[src/rtl/core_pkg.sv]
// Shared core definitions: pipeline control-bus bit indices, register address
// width and the hazard controller state type.
package core_pkg;

  localparam int unsigned MEM_READ    = 2;
  localparam int unsigned MEM_WRITE   = 1;
  localparam int unsigned MEM_BRANCH  = 0;
  localparam int unsigned WB_MEMTOREG = 1;
  localparam int unsigned WB_REGWRITE = 0;

  localparam int unsigned REG_ADDR_W  = 5;
  localparam int unsigned MEM_CTRL_W  = 3;
  localparam int unsigned WB_CTRL_W   = 2;

  typedef enum logic {
    RUN   = 1'b0,
    STALL = 1'b1
  } hz_state_e;

endpackage

[src/rtl/hazard_cmp.sv]
// Load-use hazard detector: flags an IF/ID operand that depends on a load
// still sitting in ID/EX. Purely combinational; x0 never matches.
module hazard_cmp
  import core_pkg::*;
(
  input  logic [REG_ADDR_W-1:0] ifid_rs1,
  input  logic [REG_ADDR_W-1:0] ifid_rs2,
  input  logic                  ifid_use_rs1,
  input  logic                  ifid_use_rs2,
  input  logic [MEM_CTRL_W-1:0] idex_mem,
  input  logic [WB_CTRL_W-1:0]  idex_wb,
  input  logic [REG_ADDR_W-1:0] idex_rd,
  output logic                  hz
);

  logic is_load;
  logic rs1_hit;
  logic rs2_hit;
  logic unused_ctrl;

  assign unused_ctrl = ^{idex_mem[MEM_WRITE], idex_mem[MEM_BRANCH], idex_wb[WB_MEMTOREG]};

  assign is_load = idex_mem[MEM_READ] & idex_wb[WB_REGWRITE] & (idex_rd != '0);
  assign rs1_hit = ifid_use_rs1 & (idex_rd == ifid_rs1);
  assign rs2_hit = ifid_use_rs2 & (idex_rd == ifid_rs2);
  assign hz      = is_load & (rs1_hit | rs2_hit);

endmodule

[src/rtl/hazard_ctrl.sv]
// Pipeline stall/flush controller: load-use stalls of LOAD_LAT cycles and
// taken-branch flushes. Optional perf counters behind HAZARD_PERF_EN.
module hazard_ctrl
  import core_pkg::*;
#(
  parameter int unsigned LOAD_LAT = 1,
  parameter int unsigned N        = 32
) (
  input  logic                  clk,
  input  logic                  rst_n,
  input  logic [REG_ADDR_W-1:0] ifid_rs1,
  input  logic [REG_ADDR_W-1:0] ifid_rs2,
  input  logic                  ifid_use_rs1,
  input  logic                  ifid_use_rs2,
  input  logic [MEM_CTRL_W-1:0] idex_mem,
  input  logic [WB_CTRL_W-1:0]  idex_wb,
  input  logic [REG_ADDR_W-1:0] idex_rd,
  input  logic                  branch_taken,
  output logic                  pc_write,
  output logic                  ifid_write,
  output logic                  idex_bubble,
  output logic                  ifid_flush,
  output logic                  idex_flush,
  output logic                  exmem_flush,
  output logic                  stalled
`ifdef HAZARD_PERF_EN
  ,
  output logic [N-1:0]          stall_cycles,
  output logic [N-1:0]          flush_events
`endif
);

  localparam logic [2:0] STALL_INIT = 3'(LOAD_LAT - 1);

  hz_state_e  state;
  logic [2:0] cnt;
  logic       hz;

  hazard_cmp u_cmp (
    .ifid_rs1     (ifid_rs1),
    .ifid_rs2     (ifid_rs2),
    .ifid_use_rs1 (ifid_use_rs1),
    .ifid_use_rs2 (ifid_use_rs2),
    .idex_mem     (idex_mem),
    .idex_wb      (idex_wb),
    .idex_rd      (idex_rd),
    .hz           (hz)
  );

  always_ff @(posedge clk or negedge rst_n) begin
    if (!rst_n) begin
      state <= RUN;
      cnt   <= '0;
    end else if (branch_taken) begin
      state <= RUN;
      cnt   <= '0;
    end else begin
      unique case (state)
        RUN: begin
          if (hz && (LOAD_LAT > 1)) begin
            state <= STALL;
            cnt   <= STALL_INIT;
          end
        end
        STALL: begin
          if (cnt == 3'd1) begin
            state <= RUN;
            cnt   <= '0;
          end else begin
            cnt <= cnt - 3'd1;
          end
        end
        default: begin
          state <= RUN;
          cnt   <= '0;
        end
      endcase
    end
  end

  // Outputs follow reset combinationally so the pipeline is held while rst_n is low.
  always_comb begin
    pc_write    = 1'b1;
    ifid_write  = 1'b1;
    idex_bubble = 1'b0;
    ifid_flush  = 1'b0;
    idex_flush  = 1'b0;
    exmem_flush = 1'b0;
    stalled     = rst_n && (state == STALL);
    if (!rst_n) begin
      pc_write    = 1'b0;
      ifid_write  = 1'b0;
      idex_bubble = 1'b1;
      ifid_flush  = 1'b1;
      idex_flush  = 1'b1;
      exmem_flush = 1'b1;
    end else if (branch_taken) begin
      ifid_flush  = 1'b1;
      idex_flush  = 1'b1;
      exmem_flush = 1'b1;
    end else if (state == STALL || hz) begin
      pc_write    = 1'b0;
      ifid_write  = 1'b0;
      idex_bubble = 1'b1;
    end
  end

`ifdef HAZARD_PERF_EN
  always_ff @(posedge clk or negedge rst_n) begin
    if (!rst_n) begin
      stall_cycles <= '0;
      flush_events <= '0;
    end else begin
      if (!pc_write && (stall_cycles != '1))
        stall_cycles <= stall_cycles + N'(1);
      if (branch_taken && (flush_events != '1))
        flush_events <= flush_events + N'(1);
    end
  end
`else
  localparam int unsigned unused_perf_w = N;
`endif

endmodule

[config.mk]
export PLATFORM = sky130hd
export DESIGN_NAME = hazard_ctrl
export DESIGN_NICKNAME = d
export VERILOG_FILES = /design/src/rtl/core_pkg.sv /design/src/rtl/hazard_cmp.sv /design/src/rtl/hazard_ctrl.sv
export SDC_FILE = /design/constraint.sdc
export NUM_CORES = 1
export LEC_CHECK = 0
export ABC_AREA = 1
export CAP_MARGIN = 20
export CORE_MARGIN = 3
export CORE_UTILIZATION = 36
export CTS_BUF_LIST = sky130_fd_sc_hd__clkbuf_2 sky130_fd_sc_hd__clkbuf_4 sky130_fd_sc_hd__clkbuf_8
export DETAILED_ROUTE_END_ITERATION = 8
export PLACE_DENSITY = 0.86
export SLEW_MARGIN = 20
export SYNTH_ARGS = -nofsm -noshare
export SYNTH_HDL_FRONTEND = slang
export SYNTH_SLANG_ARGS = --single-unit
export TNS_END_PERCENT = 30
[constraint.sdc]
create_clock -name clk -period 1.2 [get_ports clk]
set_input_delay 0.24 -clock clk [delete_from_list [all_inputs] [get_ports clk]]
set_output_delay 0.24 -clock clk [all_outputs]
set_load 0.02 [all_outputs]
### Word level (Yosys, flattened, before mapping)

Index checks and enable logic that the tools add are counted.

* bits of input ports: 25
* register bits: 4

* equal/unequal tests: 3
* $add $sub $neg: 1
* mux-type cells: 14
* bitwise gates (word level): 6
* reductions and logical operators: 4

Operators by type and width (count)
* two-way mux 1 bit: 11
* == test 5 bit: 2
* two-way mux 3 bit: 3
* AND 1 bit: 5
* nonzero test 5 bit: 1
* == test 3 x 1 -> 1 bit (second input constant): 1
* subtractor 3 x 1 -> 3 bit (second input constant): 1
* nonzero test 2 bit: 1
* logical AND 1 bit: 1
* logical OR 1 bit: 1
* OR 1 bit: 1

### Depth between registers and ports, before layout

* depth after elaboration: 8
* gate-level depth with buffers: 8
* mapped depth without buffers: 8

### Cells and area by module

Synthesis repeated with hierarchy kept, for this count alone.

* cell total of the unflattened synthesis: 94
* area, all modules: 498.0 µm²

Modules (own cells, without submodules)
* hazard_ctrl: cells an instance 38, times used 1, area each 277.8 µm², sequential area each 100.1 µm²
* hazard_cmp: cells an instance 56, times used 1, area each 220.2 µm², sequential area each 0.0 µm²

### Worst setup path after synthesis

No wires, ideal clock.

* path type: input to output
* from: input port idex_rd[3]
* to: output port pc_write
* data arrival time: 1.233 ns
* stages on the path: 6
* setup slack: -0.273 ns
* buffers on the path: 1
* cells stage by stage: inv_1 -> nand4_1 -> o21bai_1 -> inv_1 -> a21oi_1 -> buf_4

* longest elaborated chain between the ends: 8
* elaborated cells on any way between the ends: 12

RTL lines
* start, declared: RTL line hazard_ctrl.sv:17 `input logic [REG_ADDR_W-1:0] idex_rd,`
* == test 5 bit, on equally long branches: RTL line hazard_cmp.sv:24, hazard_cmp.sv:25
* AND 1 bit, on equally long branches: RTL line hazard_cmp.sv:24, hazard_cmp.sv:25
* OR 1 bit: RTL line hazard_cmp.sv:26 `assign hz = is_load & (rs1_hit | rs2_hit);`
* AND 1 bit (*): RTL line hazard_cmp.sv:26
* logical OR 1 bit (*): RTL line hazard_ctrl.sv:101 `end else if (state == STALL || hz) begin`
* two-way mux 1 bit (*) (3 in series)
* end, declared: RTL line hazard_ctrl.sv:19 `output logic pc_write,`

Every way passes the cells marked *; elsewhere a longest branch is shown, timed or not.

### Worst setup path in the final report

* from: input port branch_taken
* to: output port idex_bubble

* longest elaborated chain between the ends: 2

RTL lines
* start, declared: RTL line hazard_ctrl.sv:18 `input logic branch_taken,`
* two-way mux 1 bit: RTL line hazard_ctrl.sv:97 `end else if (branch_taken) begin`
* two-way mux 1 bit: RTL line hazard_ctrl.sv:90 `if (!rst_n) begin`
* end, declared: RTL line hazard_ctrl.sv:21 `output logic idex_bubble,`

Every way passes these cells.

==> summary.txt <==
Critical path
  • Setup crit start kind: input pin
  • Crit. End Element: output pin
  • Crit Path Class: input pin to output pin
  • Worst Path Max Fanout: 3
  • WP data arrival: about 1.1 ns
  • Worst setup startpoint: branch_taken
  • Reg-to-Reg Start: cnt[1]$_DFFE_PN0P_
  • Worst endpoint required time: 0.96 ns

Global routing
  • Vias in the first global route: 548
  • Antenna violations before repair: 0
  • Grt ovf: 0
  • First-pass GRT wire length: around 2.1 mm
  • Largest net degree at the start of global routing: 6
  • Total GRT Usage: 0.147

Routing
  • Remaining antenna violation count: 0
  • WL final: 1.30 mm
  • Uppermost layer routed: met3
  • Pre-antenna DRT Iters: 4
  • Initial DRC count: 3
  • Vias/cell: 4.34
  • Post-detailed-route wirelength per cell: 9.39 um
  • Via Count: approximately 600
  • Met2 wire length: roughly 700 um
  • Met3 wire len: 61 um
  • Metal-1 WL: 532 um
  • Drt drc: 0

Die
  • FP Rows: 12
  • Die width: 42.3 um
  • Core ar.: 1170 um^2
  • Starting Density: 0.405
  • Die H: 42.3 um
  • Total die area: 1790 um^2
  • # IOs: 32

Yosys
  • Seq/Total Area, Yosys: 0.211
  • Post-Synthesis Cells: 90
  • Yosys reg bits: 4
  • Cell Area, Synth: 474 um^2
  • Warnings from Yosys: 0
  • Syn avg cell area: 5.27 um^2
  • Post-synth cell types: 14
  • Syn nets: about 120

STA
  • Final Hold Violating Endpoints: 0
  • Slew headroom: 0.884
  • Final setup violation count: 6
  • Worst-Margin Slew: around 0.17 ns
  • Crit path time final: ~1.4 ns
  • Setup ws final: -0.184 ns
  • Fmax: 0.722 GHz
  • Slew Viols, Final: 0
  • Fin Clk Skew: 0.000702 ns
  • Setup TNS: -0.568 ns
  • Unrepaired setup endpoints after global routing: true
  • Final worst-path cycle share: 1.15

Final layout
  • Final instance area: 802 um^2
  • Non-Filler Instances: between 100 and 150
  • Seq. cell area: 100 um^2
  • Commonest non-fill, non-tap cell in the layout: nand2_1
  • Area occupied by multi-input gates: 290 um^2
  • Area growth, synth to finish: 69.1%
  • Fraction of layout cells with a size suffix above 1: 0.323
  • # diodes: 0
  • Most frequent cells in the layout: 33 x nand2_1, 18 x inv_1, 9 x buf_4
  • Final nets: 153
  • Filler cells: ~100

Power
  • Overall power: 0.469 mW
  • Power Density: 585 nW/um^2
  • Peak supply drop: around 0.00045 V
  • Leak: between 0.4 and 0.5 nW

Clock tree
  • CTS tree: built
  • Worst-skew pair later-pin latency: 0.23 ns
  • CTS Root Cell: clkbuf_4
  • Max Root-Sink Buffers: 2
  • Reg clk slew, reported paths: 0.03 ns
  • CTS H-tree depth: 1
  • CTS sink count: 4
  • Num CTS Buffers: 3

Placed design
  • Cells after DPL: around 130
  • Detailed Place HPWL: 1.01 mm
  • Placed inst area: between 700 and 800 um^2
  • # port buffers: 28
  • Placer Congestion: 0.795

Run status
  • Status: finished, violations left
  • Failing checks: setup timing

Job
  • Max_cap viols: 0

Worst hold path
  • Hold WC Path Type: input pin to async pin
-- flip-flops by register name, indices dropped and copies added, names as in the netlist --
signal and cells:
state 1, cnt 3
-- metrics by stage --
step                      hold slack (ns)  setup slack (ns)  utilization
after floorplan                   -0.0556           0.00471            -
after global placement              0.564            -0.974        0.679
after detailed placement            0.579            -0.985        0.679
after CTS                           0.164            -0.153        0.679
after global routing                0.183            -0.242        0.685
final                               0.172            -0.184        0.685
-- cell type report --
type	instances	area share
sequential	4	0.125
tap	14	0.0218
clock buffer	3	0.0281
inverter	24	0.115
timing repair buffer	34	0.348
multi-input combinational	59	0.362
-- critical path, cell delays in order --
cell and delay (ns):
clkdlybuf4s15_2 0.22, inv_2 0.06, nand3_1 0.07, o21bai_1 0.15, inv_1 0.14, nand2_2 0.09
nand2_2 0.07, buf_6 0.11
-- cell families after synthesis --
family                     after synthesis  synth area share
AOI/OAI and AO/OA                        5            0.0633
xor gates and xnor gates                 1            0.0185
adders and majority gates                2            0.0528
buffers and inverters                   27             0.237
DFF                                      4             0.211
and+or+nand+nor                         51             0.417
-- per-layer routing --
metal  GRT usage  vias up
met3     0.00429        0
met2       0.283       13
met1       0.175      261
met4      0.0373        0
met5           0        -
li1            -      325
-- worst paths after layout --
check | end | cells after the start | slack, ns
setup / recovery | idex_bubble | 8 | -0.18
hold / removal | cnt[1]$_DFFE_PN0P_ | 3 | 0.17
setup reg to reg | cnt[2]$_DFFE_PN0P_ | 5 | 0.23
hold reg to reg | cnt[2]$_DFFE_PN0P_ | 2 | 0.59
max in group asynchronous | cnt[2]$_DFFE_PN0P_ | 3 | 0.93
min in group clk | cnt[1]$_DFFE_PN0P_ | 4 | 0.50
-- cell usage after synthesis --
cell type | n | area [um^2]
inv_1 | 23 | 86.3
ha_1 | 2 | 25.0
nor2_1 | 10 | 37.5
buf_4 | 3 | 22.5
o22ai_1 | 2 | 12.5
o21bai_1 | 1 | 7.51
nand2_1 | 37 | 139
nand3_1 | 3 | 15.0
inv_2 | 1 | 3.75
a21oi_1 | 1 | 5.00
nand4_1 | 1 | 6.26
xnor2_1 | 1 | 8.76
dfrtp_1 | 4 | 100
o21ai_0 | 1 | 5.00
-- what timing repair did --
| item | CTS | global route |
|---|---|---|
| buffers inserted | 2 | 0 |
| pin swaps | 21 | 8 |
| setup endpoints to repair | 7 | 7 |
| gates cloned | 0 | 0 |
| hold buffers | 0 | 0 |
| resized for setup | 93 | 9 |
| hold endpoints to repair | 0 | 0 |
-- report_power, final --
part	internal, mW	switching (mW)
Clock	0.111	0.0451
Sequential	0.136	0.000000000000000111
Combinational	0.0872	0.0901
Total	0.334	0.135
Note: power is estimated with default switching activity, not from simulation.
